<file path="src/rtl/mem_arbiter2.sv">
// Two-port arbiter sharing one single-ported RAM between a CPU (port 0) and an
// auxiliary master (port 1). Each port has a one-deep request slot; reads return one cycle after issue.
module mem_arbiter2 #(
  parameter int unsigned ADDR_WIDTH = 32,
  parameter bit          FIXED_PRIO = 1'b0
) (
  input  logic                  clk,
  input  logic                  resetn,
  input  logic [ADDR_WIDTH-1:0] m0_addr,
  input  logic                  m0_rstrb,
  input  logic [31:0]           m0_wdata,
  input  logic [3:0]            m0_wmask,
  output logic [31:0]           m0_rdata,
  output logic                  m0_busy,
  input  logic [ADDR_WIDTH-1:0] m1_addr,
  input  logic                  m1_rstrb,
  input  logic [31:0]           m1_wdata,
  input  logic [3:0]            m1_wmask,
  output logic [31:0]           m1_rdata,
  output logic                  m1_busy,
  output logic [ADDR_WIDTH-1:0] mem_addr,
  output logic                  mem_rstrb,
  output logic [31:0]           mem_wdata,
  output logic [3:0]            mem_wmask,
  input  logic [31:0]           mem_rdata
);

  localparam int unsigned DATA_WIDTH = 32;
  localparam int unsigned MASK_WIDTH = 4;

  typedef struct packed {
    logic [ADDR_WIDTH-1:0] addr;
    logic [DATA_WIDTH-1:0] wdata;
    logic [MASK_WIDTH-1:0] wmask;
    logic                  is_read;
  } req_t;

  logic pending0;
  logic pending1;
  req_t slot0;
  req_t slot1;
  logic rd_inflight;
  logic rd_owner;
  logic last_grant;

  logic gnt_valid;
  logic gnt_port;
  req_t gnt_req;
  logic req0;
  logic req1;
  logic issue_read;

  // Busy is purely a function of state, so it never depends on this cycle's inputs.
  assign m0_busy = pending0 | (rd_inflight & ~rd_owner);
  assign m1_busy = pending1 | (rd_inflight &  rd_owner);

  // A new pulse is accepted only from an idle port; pulses while busy are dropped.
  assign req0 = ~m0_busy & (m0_rstrb | (|m0_wmask));
  assign req1 = ~m1_busy & (m1_rstrb | (|m1_wmask));

  // Grant selection over the pending slots.
  always_comb begin
    gnt_valid = 1'b0;
    gnt_port  = 1'b0;
    if (pending0 && pending1) begin
      gnt_valid = 1'b1;
      gnt_port  = FIXED_PRIO ? 1'b0 : ~last_grant;
    end else if (pending0) begin
      gnt_valid = 1'b1;
      gnt_port  = 1'b0;
    end else if (pending1) begin
      gnt_valid = 1'b1;
      gnt_port  = 1'b1;
    end
    gnt_req = gnt_port ? slot1 : slot0;
  end

  assign issue_read = gnt_valid & gnt_req.is_read;

  // RAM issue: the granted slot drives the bus, otherwise everything is idle-zero.
  always_comb begin
    mem_addr  = '0;
    mem_rstrb = 1'b0;
    mem_wdata = '0;
    mem_wmask = '0;
    if (gnt_valid) begin
      mem_addr = gnt_req.addr;
      if (gnt_req.is_read) begin
        mem_rstrb = 1'b1;
      end else begin
        mem_wdata = gnt_req.wdata;
        mem_wmask = gnt_req.wmask;
      end
    end
  end

  // Port 0 request slot. Capture and grant are exclusive: capture needs the slot empty.
  always_ff @(posedge clk or negedge resetn) begin
    if (!resetn) begin
      pending0 <= 1'b0;
      slot0    <= '0;
    end else if (req0) begin
      pending0      <= 1'b1;
      slot0.addr    <= m0_addr;
      slot0.wdata   <= m0_wdata;
      slot0.wmask   <= m0_wmask;
      slot0.is_read <= ~(|m0_wmask);
    end else if (gnt_valid && !gnt_port) begin
      pending0 <= 1'b0;
    end
  end

  // Port 1 request slot.
  always_ff @(posedge clk or negedge resetn) begin
    if (!resetn) begin
      pending1 <= 1'b0;
      slot1    <= '0;
    end else if (req1) begin
      pending1      <= 1'b1;
      slot1.addr    <= m1_addr;
      slot1.wdata   <= m1_wdata;
      slot1.wmask   <= m1_wmask;
      slot1.is_read <= ~(|m1_wmask);
    end else if (gnt_valid && gnt_port) begin
      pending1 <= 1'b0;
    end
  end

  // Arbitration history and read-return pipeline.
  always_ff @(posedge clk or negedge resetn) begin
    if (!resetn) begin
      last_grant  <= 1'b1;
      rd_inflight <= 1'b0;
      rd_owner    <= 1'b0;
      m0_rdata    <= '0;
      m1_rdata    <= '0;
    end else begin
      if (gnt_valid) begin
        last_grant <= gnt_port;
      end
      rd_inflight <= issue_read;
      if (issue_read) begin
        rd_owner <= gnt_port;
      end
      if (rd_inflight) begin
        if (rd_owner) begin
          m1_rdata <= mem_rdata;
        end else begin
          m0_rdata <= mem_rdata;
        end
      end
    end
  end

endmodule

</file>
<file path="config.mk">
export PLATFORM = sky130hd
export DESIGN_NAME = mem_arbiter2
export DESIGN_NICKNAME = d
export VERILOG_FILES = /design/src/rtl/mem_arbiter2.sv
export SDC_FILE = /design/constraint.sdc
export NUM_CORES = 1
export LEC_CHECK = 0
export CAP_MARGIN = 30
export CORE_MARGIN = 1
export CORE_UTILIZATION = 25
export CTS_CLUSTER_DIAMETER = 50
export DETAILED_ROUTE_END_ITERATION = 12
export DONT_BUFFER_PORTS = 1
export PLACE_DENSITY = 0.47
export SYNTH_ARGS = -nofsm -noshare
export SYNTH_HDL_FRONTEND = slang
export SYNTH_SLANG_ARGS = --single-unit
</file>
<file path="constraint.sdc">
create_clock -name clk -period 2.3 [get_ports clk]
set_input_delay 0.46 -clock clk [delete_from_list [all_inputs] [get_ports clk]]
set_output_delay 0.46 -clock clk [all_outputs]
set_load 0.02 [all_outputs]
</file>
==> Word level (Yosys, flattened, before mapping) <==
Cells that the tools add are included.
{ "word_totals": {"register_bits": 207, "latch_bits": 0, "ram_bits": 0, "mem_bits_ro": 0, "out_inout_bits": 135, "wordCells": 57, "memories": 0} }
{ "classes": {"add_sub_neg": 0, "mul": 0, "div_mod_pow": 0, "n_lt_le_gt_ge": 0, "eq_ne": 0, "n_shift": 0, "n_mux": 17, "bitwise_logic": 15, "n_reduce_logical": 10} }
{ "ops": {"columns": ["operator", "n"], "rows": [
  ["32-bit 2-to-1 mux", 3],
  ["69-bit 2-to-1 mux", 1],
  ["1-bit 2-to-1 mux", 11],
  ["4-bit 2-to-1 mux", 2],
  ["4-bit OR reduction", 2],
  ["1-bit inverter", 6],
  ["1-bit bitwise AND", 5],
  ["1-bit OR", 4],
  ["2-bit AND reduction", 2],
  ["2-bit nonzero test", 2],
  ["1-bit logical AND", 3],
  ["1-bit zero test", 1]
]} }

==> Depth between registers and ports, before layout <==
Gate-level depths: netlist of the first run.
{ "logic_depth": {"ltp_word": 7, "ltp_mapped": 6} }

==> Least setup slack after synthesis of the first run <==
OpenSTA, ideal clock, no wires.
{ "synth_timing": {"kind": "reg2out", "startpoint": "register last_grant", "endpoint": "output port mem_wdata[10]", "t_arrival_ns": 1.682, "required_time_ns": 1.840, "slack_ns": 0.158, "stages_incl_launch_ff": 6, "cell_sequence": "dfstp_2 > a21bo_2 > buf_2 > a2bb2oi_1 > clkbuf_1 > a21oi_1"} }
{ "synth_between": {"elab_chain_cells": 5} }
{ "synth_rtl": {"columns": ["item", "line", "source"], "rows": [
  ["from (decl)", "44", "logic last_grant;"],
  ["from (signal assigned)", "139", "last_grant <= gnt_port;"],
  ["1-bit inverter", "67", "gnt_port = FIXED_PRIO ? 1'b0 : ~last_grant;"],
  ["1-bit 2-to-1 mux", "65", "if (pending0 && pending1) begin"],
  ["69-bit 2-to-1 mux", "75", "gnt_req = gnt_port ? slot1 : slot0;"],
  ["32-bit 2-to-1 mux", "88", "if (gnt_req.is_read) begin"],
  ["32-bit 2-to-1 mux", "86", "if (gnt_valid) begin"],
  ["to (decl)", "23", "output logic [31:0] mem_wdata,"]
]} }
No other way between the ends.

==> Worst setup path in the final report of the first run <==
{ "layout_timing": {"startpoint": "register pending0", "endpoint": "output port mem_wdata[16]"} }
{ "layout_between": {"elab_chain_cells": 5, "elab_cells_between_ends": 8, "cone_classes": "mux (7); reduce/logical (1)"} }
{ "layout_rtl": {"columns": ["item", "line", "source"], "rows": [
  ["from (decl)", "38", "logic pending0;"],
  ["from (signal assigned)", "100", "pending0 <= 1'b0;"],
  ["from (signal assigned)", "103", "pending0 <= 1'b1;"],
  ["from (signal assigned)", "109", "pending0 <= 1'b0;"],
  ["1-bit 2-to-1 mux / 1-bit logical AND (equally long branches)", "68, 65", null],
  ["1-bit 2-to-1 mux", "65", null],
  ["69-bit 2-to-1 mux", "75", null],
  ["32-bit 2-to-1 mux", "88", null],
  ["32-bit 2-to-1 mux (*)", "86", null]
]} }
Mark *: on every way between the ends. The rest lies on a longest branch, timed or not.

==> results of run 1 <==
-- metrics by stage --
step	utilization	instances
5_1_grt	0.3463	1251
4_1_cts	0.3282	1237
2_1_floorplan	-	689
3_3_place_gp	0.2763	1156
3_5_place_dp	0.2763	1156
6_report	0.3464	1252
-- cells in the final DEF (no fill, tap or decap), types with 8 or more instances in the layout --
cell and instances:
mux2_1 8, buf_4 25, mux2_2 124, buf_6 26
nand2_4 24, buf_12 16, nand3_1 18, dfrtp_1 204
nand3_4 9, a21oi_2 30, nand2_1 84, nand2_2 29
clkbuf_16 43, a21oi_1 9, mux2_4 60
-- per-layer routing --
metal,GRT usage,part of all wire
met1,0.1604,0.41
met2,0.2130,0.48
met3,0.04787,0.084
met4,0.06105,0.027
met5,0,0
-- path summary, 6_finish.rpt --
path	start	end	depth (start not counted)
max in group asynchronous	resetn	slot1[60]$_DFFE_PN0P_	0
hold reg to reg	slot1[60]$_DFFE_PN0P_	slot1[60]$_DFFE_PN0P_	1
min in group clk	m1_addr[30]	slot1[67]$_DFFE_PN0P_	1
setup reg to reg	pending0$_DFFE_PN0P_	slot0[35]$_DFFE_PN0P_	6
hold / removal	resetn	m1_rdata[0]$_DFFE_PN0P_	0
setup / recovery	pending0$_DFFE_PN0P_	mem_wdata[16]	8
-- sequential cells by signal, indices dropped and copies added, names as in the netlist --
signal       flops
m1_rdata        32
m0_rdata        32
pending1         1
slot1           69
rd_owner         1
last_grant       1
rd_inflight      1
slot0           69
pending0         1
-- report_power, final --
| part | internal, mW | switching (mW) | leakage [nW] | total (mW) |
|---|---|---|---|---|
| sequential | 5.52 | 1.88 | 2.44 | 7.39 |
| clock | 3.72 | 1.95 | 0.628 | 5.66 |
| combinational | 5.99 | 6.00 | 2.32 | 12.0 |
-- area by class of cell --
cell class              count  area [sq um]  area share
clock inverters            20         262.8     0.02138
clock buffers              44          1012     0.08235
diodes                      1         2.502   0.0002036
well taps                 461         576.8     0.04693
flip-flops and latches    207          5184      0.4217
inverters                   6         22.52    0.001832
multi-input cells         432          4098      0.3334
repair buffers             81          1134     0.09222
-- logic make-up (layout without fill, tap and decap cells) --
family / count (synthesis) / count (layout)
DFF: 207 / 207
muxes: 192 / 192
and+or+nand+nor: 177 / 177
AOI/OAI and AO/OA: 63 / 63
buffers and inverters: 50 / 151
other: 0 / 1
-- repair_timing --
action,4_1_cts,5_1_grt
pin swaps,28,33
resized for setup,96,85
endpoints found under the hold margin,207,207
setup buffers,13,7
endpoints found under the setup margin,69,70
gates cloned,4,8
==> results.toml, run 1 <==
[yosys]
synthTopCellsByArea = "dfrtp_1, mux2_2, mux2_4, nand2_1, a21oi_1"
synthMuxAreaShare = 0.2651
synth_common_cells = "dfrtp_1, nand2_1, mux2_2"
syn_avg_cell_area_sq_um = 13.07
synth_ff_type = "dfrtp_1"
ys_seq_elements = 207
yosys_warnings = 0
syn_nets = 861
synth_fa_ha_area_frac = 0
synth_compound_area_frac = 0.04252
synth_seq_area_share = 0.5755
yosysTopAreaCellShare = 0.5725
synth_top_family_by_area = "multiplexers"
synthXorXnorAreaFrac = 0
synthCells = 689
yosysTopAreaCell = "dfrtp_1"
yosysMostFrequentCell = "dfrtp_1"
synth-edff-count = 0
synthSimpleGateAreaFrac = 0.08116
synth-async-reset-ratio = 1.000
syn_area_sq_um = 9004
synth_cell_types = 34

[critical_path]
crit_fanout = 3
cp-end-kind = "output port"
crit_slowest_cell = "dfrtp_2"
cp_data_required_time_ps = 1840
cp_common_cell = "buf_6"
startpoint_type = "flop"
path_class = "reg2out"
worstPathCellList = "buf_6, a21boi_4, buf_6, buf_12, buf_16, nand2_4, a21oi_2, buf_6"
cp_slowest_stage_delay_ps = 420
path_buf_inv = 5
cpLargestDelayFamily = "buffers and inverters"
rrSetupSlack_ps = 310
critPathArrivalTime_ps = 1970

[floorplanning]
fp.dieW_microns = 191.8
rows = 69
die_y_microns = 191.8
pin_count = 307
die-area_sq_um = 36780
core_sq_um = 35480
start_util = 0.2537

[clock_tree]
clkLatencyLatePin_ps = 510
htreeDepth = 2
cts_tree = "done"
clkSinkCount = 207
cts_buffers = 36
clockBufferDepth = 3
clk_pin_slew_ps = 60
root_buffer = "clkbuf_16"

[sta]
rsz0062_at_grt = "true"
setup_slack_ps = -128.8
setup_viol = 68
min_period_ps = 2429
finalMaxSlewViolations = 0
fin_crit_sh = 1.056
worstMarginPinSlew_ps = 852.2
slew-limit-headroom = 0.4318
holdWs_ps = -362.4
fin_skew_ps = 7.872
fmax_mhz = 411.7
hold_viol_final = 207
tns_ps = -5120

[grt]
grt_pass1_vias = 5885
grt_max_degree = 208
grt_overflow = 0
antenna_found_initial = 1
grt_pass1_wl_mm = 36.58
grt.total_usage = 0.1337

[placed_design]
dp_hpwl_mm = 15.15
io_buffers = 0
place_congestion = 0.7094
place_area_sq_um = 9803
dpl_worst_slack_ps = 240.7

[route]
wirelength_mm = 26.07
first_pass_iters = 4
drc = 0
via_count = 5588
post_drt_wl_per_cell_microns = 20.82
drt-initial-drc-count = 196
postRouteAntennaNets = 0
vias_per_cell = 4.463

[outcome]
outcome = "complete, but fails checks"
failed_checks = "hold timing, setup timing"

[final_layout]
syn_to_final_growth_pct = 36.52
fin_area_sq_um = 12290
num-nets-final = 936
drive_above_1_share = 0.5608
fillCellCount = 3460

[power]
power_density_nw_per_um2 = 2037
total_power_mw = 25.04
peakVddDrop_mv = 0.8900
p_leak_nw = 5.390

[run]
cap_viol_max_count = 0

[hold_path]
hp-class = "in2async"
(Power assumes the default switching activity.)
==> inputs of run 2 (changes only) <==
--- a/config.mk
+++ b/config.mk
@@ -8,7 +8,6 @@
 export CAP_MARGIN = 30
 export CORE_MARGIN = 1
 export CORE_UTILIZATION = 25
-export CTS_CLUSTER_DIAMETER = 50
 export DETAILED_ROUTE_END_ITERATION = 12
 export DONT_BUFFER_PORTS = 1
 export PLACE_DENSITY = 0.47
==> run 2 against run 1 <==
Net effect: global-route usage shrank 0.97 points; combinational power fell by 20%; utilization down 4.2 points; cell count shrank 3.6%; critical path type unchanged; register-to-register slack improved by 30 ps; die area unchanged; design area down 12%; the flow still finishes with violations (hold timing, setup timing); sequential cell count did not move; clock-buffer cell count is 6 lower; first-iteration DRC count shrank 21%; worst hold slack improved by 0.67 ps; non-clock buffer count decreased by 21.
==> results.toml, run 2 (synthesis gave the netlist of run 1 again) <==
[sta]
setup_viol = 44
rsz0062_at_grt = "true"
min_period_ps = 2427
tns_ps = -3858
worstMarginPinSlew_ps = 961.8
hold_viol_final = 207
fin_skew_ps = 16.07
holdWs_ps = -361.7
fin_crit_sh = 1.055
finalMaxSlewViolations = 0
fmax_mhz = 412.0
setup_slack_ps = -127.0
slew-limit-headroom = 0.3588

[final_layout]
final_cells = 1207
num-nets-final = 904
final_common_cell = "dfrtp_1"
drive_above_1_share = 0.4268
syn_to_final_growth_pct = 19.83
reg.largest.list = "slot0 x69, slot1 x69"
fin_area_sq_um = 10790
layout_common_cells = "dfrtp_1, mux2_2, nand2_1"

[clock_tree]
htreeDepth = 1
clkSinkCount = 207
cts_tree = "done"
clkLatencyLatePin_ps = 530
root_buffer = "clkbuf_16"
clockBufferDepth = 3
cts_buffers = 25
clk_pin_slew_ps = 60

[placed_design]
dp_hpwl_mm = 15.15
placed_cells = 1156
place_area_sq_um = 9803
io_buffers = 0
place_congestion = 0.7094

[critical_path]
critPathArrivalTime_ps = 1970
r2r_start = "pending0$_DFFE_PN0P_"
cp-end-kind = "output port"
worstRegToRegCells = 6
cp_data_required_time_ps = 1840
path_class = "reg2out"
startpoint_type = "flop"
r2r-end = "slot0[35]$_DFFE_PN0P_"
crit_fanout = 12
rrSetupSlack_ps = 340

[grt]
grt_pass1_vias = 5509
grt.total_usage = 0.1239
grt.busiest_layer = "met2"
grt_overflow = 0
met2_usage = 0.2045
antenna_found_initial = 1
grt_use_met1 = 0.1515
grt_pass1_wl_mm = 34.52
use_met3 = 0.03947
grt_max_degree = 208

[route]
drt-initial-drc-count = 154
first_pass_iters = 4
via_count = 5374
post_drt_wl_per_cell_microns = 19.71
drc = 0
postRouteAntennaNets = 0
wirelength_mm = 23.79
vias_per_cell = 4.452

[power]
p_leak_nw = 4.799
clkPwrFrac = 0.177
power_density_nw_per_um2 = 1898
power_switching_mw = 8.277
p_sw_frac = 0.4042
seq_power_share = 0.355
peakVddDrop_mv = 0.8968
total_power_mw = 20.48
comb_power_share = 0.468
internal-power_mw = 12.20

[floorplanning]
core_sq_um = 35480
die_y_microns = 191.8
fp.dieW_microns = 191.8
pin_count = 307
die-area_sq_um = 36780
start_util = 0.2537
rows = 69

[hold_path]
hp-class = "in2async"

[outcome]
outcome = "complete, but fails checks"
failed_checks = "hold timing, setup timing"

[run]
cap_viol_max_count = 0
-- run 2: cell types whose count changed in the layout (fill, tap and decap cells not counted), sizes merged --
cell / change
clkinvlp: -2
buf: -16
clkinv: -5
bufinv: -5
inv: -6
clkbuf: -11
-- run 2: metal layers --
layer,vias up,share of wire,wire length (microns)
li1,2460,-,-
met1,2706,0.41,9770
met2,181,0.48,11520
met3,27,0.084,2003
met4,0,0.021,494
met5,-,0,0
-- run 2: per-stage QoR --
step | util | worst slack [ps] | hold WS, ps
after floorplan | - | 158.1 | 164.4
after global placement | 0.2763 | 262.6 | 168.6
after detailed placement | 0.2763 | 240.7 | 168.1
after CTS | 0.3015 | -170.0 | -413.1
after global routing | 0.3040 | -219.0 | -393.5
final | 0.3041 | -127.0 | -361.7
-- run 2: timing repair --
action,CTS,global route
gates resized for setup,23,19
buffers inserted,7,1
pin swaps,1,2
gates cloned,1,1
endpoints found under the setup margin,69,70
hold endpoints to repair,207,207
-- run 2: worst max-delay path by stage --
| stage | from | to | cells past startpoint | slack (ps) |
|---|---|---|---|---|
| after floorplan | last_grant$_DFFE_PN1P_ | mem_wdata[10] | 5 | 160 |
| after global placement | m1_wmask[1] | slot1[35]$_DFFE_PN0P_ | 4 | 260 |
| after detailed placement | m1_wmask[1] | slot1[29]$_DFFE_PN0P_ | 4 | 240 |
| after CTS | last_grant$_DFFE_PN1P_ | mem_wdata[24] | 6 | -170 |
| after global routing | last_grant$_DFFE_PN1P_ | mem_wdata[24] | 6 | -220 |
| final | last_grant$_DFFE_PN1P_ | mem_wdata[30] | 6 | -130 |
-- run 2: critical path, cell delays in order, from the launching register on --
cell and delay (ps):
dfstp_2 550, a21bo_4 190, a2bb2oi_4 180, buf_12 150, buf_12 140, a21oi_1 50, buf_4 160
-- run 2: final cells by class --
type | instances | area, sq um
clock inverter | 2 | 10.01
timing repair buffer | 60 | 625.6
antenna | 1 | 2.502
multi-input combinational | 432 | 3643
tap | 461 | 576.8
sequential | 207 | 5184
fill | 3599 | 24690
inverter | 6 | 22.52
clock buffer | 38 | 724.4
-- run 2: power groups by stage --
stage / clock, mW / sequential, mW / combinational (mW)
final: 3.63 / 7.27 / 9.58
after global placement: 0 / 7.37 / 8.89
after detailed placement: 0 / 7.36 / 9.01
after CTS: 3.81 / 7.28 / 9.52
after global routing: 3.93 / 7.53 / 10.3
after floorplan: 0 / 6.97 / 6.74
==> inputs of run 3 (changes only) <==
--- a/config.mk
+++ b/config.mk
@@ -5,6 +5,7 @@
 export SDC_FILE = /design/constraint.sdc
 export NUM_CORES = 1
 export LEC_CHECK = 0
+export ABC_AREA = 1
 export CAP_MARGIN = 30
 export CORE_MARGIN = 1
 export CORE_UTILIZATION = 25
==> run 3 against run 2 <==
Net effect: the run still ends with hold timing, setup timing left; global-route usage up 3.9 points; clock power up 19%; maximum frequency down 1.4%; worst hold slack worse by 2.4 ps; clock-buffer cell count down 3; die area up 3.1%; non-clock buffer count up 17; via count up 46%; sequential power up 0.7%; routed wire length up 32%; largest cell class unchanged.
==> results.toml, run 3 <==
[grt]
grt_pass1_wl_mm = 47.51
grt_max_degree = 208
grt_pass1_vias = 7810
grt.total_usage = 0.1624
antenna_found_initial = 1
grt_overflow = 0

[critical_path]
r2r-end = "slot0[4]$_DFFE_PN0P_"
worstRegToRegCells = 5
path_class = "reg2out"
startpoint_type = "flop"
critPathArrivalTime_ps = 2000
rrSetupSlack_ps = 680
cp-end-kind = "output port"
crit_fanout = 8
r2r_start = "pending0$_DFFE_PN0P_"
cp_data_required_time_ps = 1840

[yosys]
synth_compound_area_frac = 0.03988
yosysTopAreaCell = "dfrtp_1"
synth-async-reset-ratio = 1.000
yosysTopAreaCellShare = 0.5550
synthTopCellsByArea = "dfrtp_1, nand2_1, nand3_1, o21ai_0, inv_1"
synth_top_family_by_area = "simple AND/OR/NAND/NOR gates"
yosysMostFrequentCell = "nand2_1"
yosys_warnings = 0
synth_ff_type = "dfrtp_1"
ys_seq_elements = 207
synthMuxAreaShare = 0
synth_cell_types = 16
synthSimpleGateAreaFrac = 0.3341
synth_seq_area_share = 0.5579
synth_common_cells = "nand2_1, nand3_1, dfrtp_1"
syn_avg_cell_area_sq_um = 7.864
synth-edff-count = 0
syn_area_sq_um = 9288
syn_nets = 1353
synthXorXnorAreaFrac = 0
synthCells = 1181
synth_fa_ha_area_frac = 0

[clock_tree]
clk_pin_slew_ps = 60
clkSinkCount = 207
cts_buffers = 26
cts_tree = "done"
clkLatencyLatePin_ps = 540
htreeDepth = 1
clockBufferDepth = 3
root_buffer = "clkbuf_16"

[route]
drt-initial-drc-count = 315
wirelength_mm = 31.42
via_count = 7823
postRouteAntennaNets = 0
drc = 0
vias_per_cell = 4.626
first_pass_iters = 5
post_drt_wl_per_cell_microns = 18.58

[sta]
setup_viol = 50
finalMaxSlewViolations = 0
min_period_ps = 2461
rsz0062_at_grt = "true"
worstMarginPinSlew_ps = 802.1
fin_crit_sh = 1.070
holdWs_ps = -364.1
fin_skew_ps = 23.77
fmax_mhz = 406.4
slew-limit-headroom = 0.4653
setup_slack_ps = -160.6
hold_viol_final = 207

[floorplanning]
die_y_microns = 194.7
fp.dieW_microns = 194.7
rows = 70
start_util = 0.2537
core_sq_um = 36610
pin_count = 307
die-area_sq_um = 37930

[run]
cap_viol_max_count = 0

[final_layout]
syn_to_final_growth_pct = 25.14
num-nets-final = 1374
drive_above_1_share = 0.1604
fillCellCount = 3909
layout_common_cells = "nand2_1, nand3_1, dfrtp_1"
reg.largest.list = "slot0 x69, slot1 x69"
fin_area_sq_um = 11620
final_common_cell = "nand2_1"

[outcome]
outcome = "complete, but fails checks"
failed_checks = "hold timing, setup timing"

[placed_design]
io_buffers = 0
place_area_sq_um = 10080
dp_hpwl_mm = 20.56
place_congestion = 0.7612

[hold_path]
hp-class = "in2async"

[power]
seq_power_share = 0.332
power_density_nw_per_um2 = 1896
comb_power_share = 0.472
clkPwrFrac = 0.196
p_sw_frac = 0.4594
internal-power_mw = 11.91
power_switching_mw = 10.12
peakVddDrop_mv = 0.6901
p_leak_nw = 6.000
## run 3: changes by cell type after synthesis, sizes merged, moves of 62 or more
cell,delta
nand2,+325
o21ai,+62
nand3,+207
inv,+72
mux2,-192
## run 3: worst max-delay path, stage by stage, from the launching register on
cell       delay [ps]
dfstp_2           550
nand2_4           100
nand2_8           100
nand2_4            60
nand2_4            80
nand2_8           110
clkbuf_16         210
nor2_2             90
buf_4             140
## run 3: worst max-delay path by stage
stage	start	to	slack, ps
floorplan	last_grant$_DFFE_PN1P_	mem_wdata[10]	370
global placement	pending1$_DFFE_PN0P_	mem_wdata[20]	190
detailed placement	pending1$_DFFE_PN0P_	mem_wdata[20]	190
CTS	last_grant$_DFFE_PN1P_	mem_wdata[18]	-160
global route	last_grant$_DFFE_PN1P_	mem_wdata[16]	-240
finish	last_grant$_DFFE_PN1P_	mem_wdata[16]	-160
## run 3: layer usage
| metal | global-route usage | routed length [microns] | vias up | part of all wire |
|---|---|---|---|---|
| li1 | - | - | 3780 | - |
| met1 | 0.2090 | 13620 | 3767 | 0.43 |
| met2 | 0.2655 | 14850 | 233 | 0.47 |
| met3 | 0.04112 | 2076 | 43 | 0.066 |
| met4 | 0.05337 | 875 | 0 | 0.028 |
| met5 | 0 | 0 | - | 0 |
## run 3: cell type report
type | count | area, sq um | area share
antenna | 1 | 2.502 | 0.0002153
clock buffer | 35 | 735.7 | 0.06330
clock inverter | 13 | 170.2 | 0.01464
inverter | 78 | 292.8 | 0.02519
multi-input combinational | 812 | 3769 | 0.3243
sequential | 207 | 5182 | 0.4459
tap | 468 | 585.6 | 0.05038
timing repair buffer | 77 | 884.6 | 0.07611
## run 3: metrics by stage
| step | total power, mW | worst slack, ps | setup TNS [ps] | cells | utilization |
|---|---|---|---|---|---|
| detailed placement | 16.11 | 188.8 | 0 | 1630 | 0.2753 |
| global route | 23.61 | -236.4 | -9852 | 1691 | 0.3175 |
| global placement | 16.00 | 190.6 | 0 | 1630 | 0.2753 |
| CTS | 21.60 | -156.6 | -5827 | 1685 | 0.3108 |
| floorplan | 13.06 | 372.6 | 0 | 1181 | - |
| finish | 22.03 | -160.6 | -4511 | 1691 | 0.3175 |
## run 3: power by group through the flow
stage	clock (mW)	sequential, mW	combinational [mW]
2_1_floorplan	0	6.94	6.12
3_3_place_gp	0	7.34	8.66
3_5_place_dp	0	7.35	8.76
4_1_cts	4.48	7.33	9.79
5_1_grt	4.58	7.52	11.5
6_report	4.32	7.32	10.4
## run 3: kinds of logic (layout without fill, tap and decap cells)
group / count (synthesis) / in the layout
compound gates: 69 / 69
buf+inv: 162 / 203
flops: 207 / 207
other cells: 0 / 1
simple gates: 743 / 743
## run 3: what timing repair did
| item | in CTS | in global routing |
|---|---|---|
| gates cloned | 3 | 2 |
| resized for setup | 78 | 46 |
| setup endpoints to repair | 69 | 67 |
| buffers inserted | 4 | 3 |
| endpoints found under the hold margin | 207 | 207 |
| pin swaps | 10 | 5 |
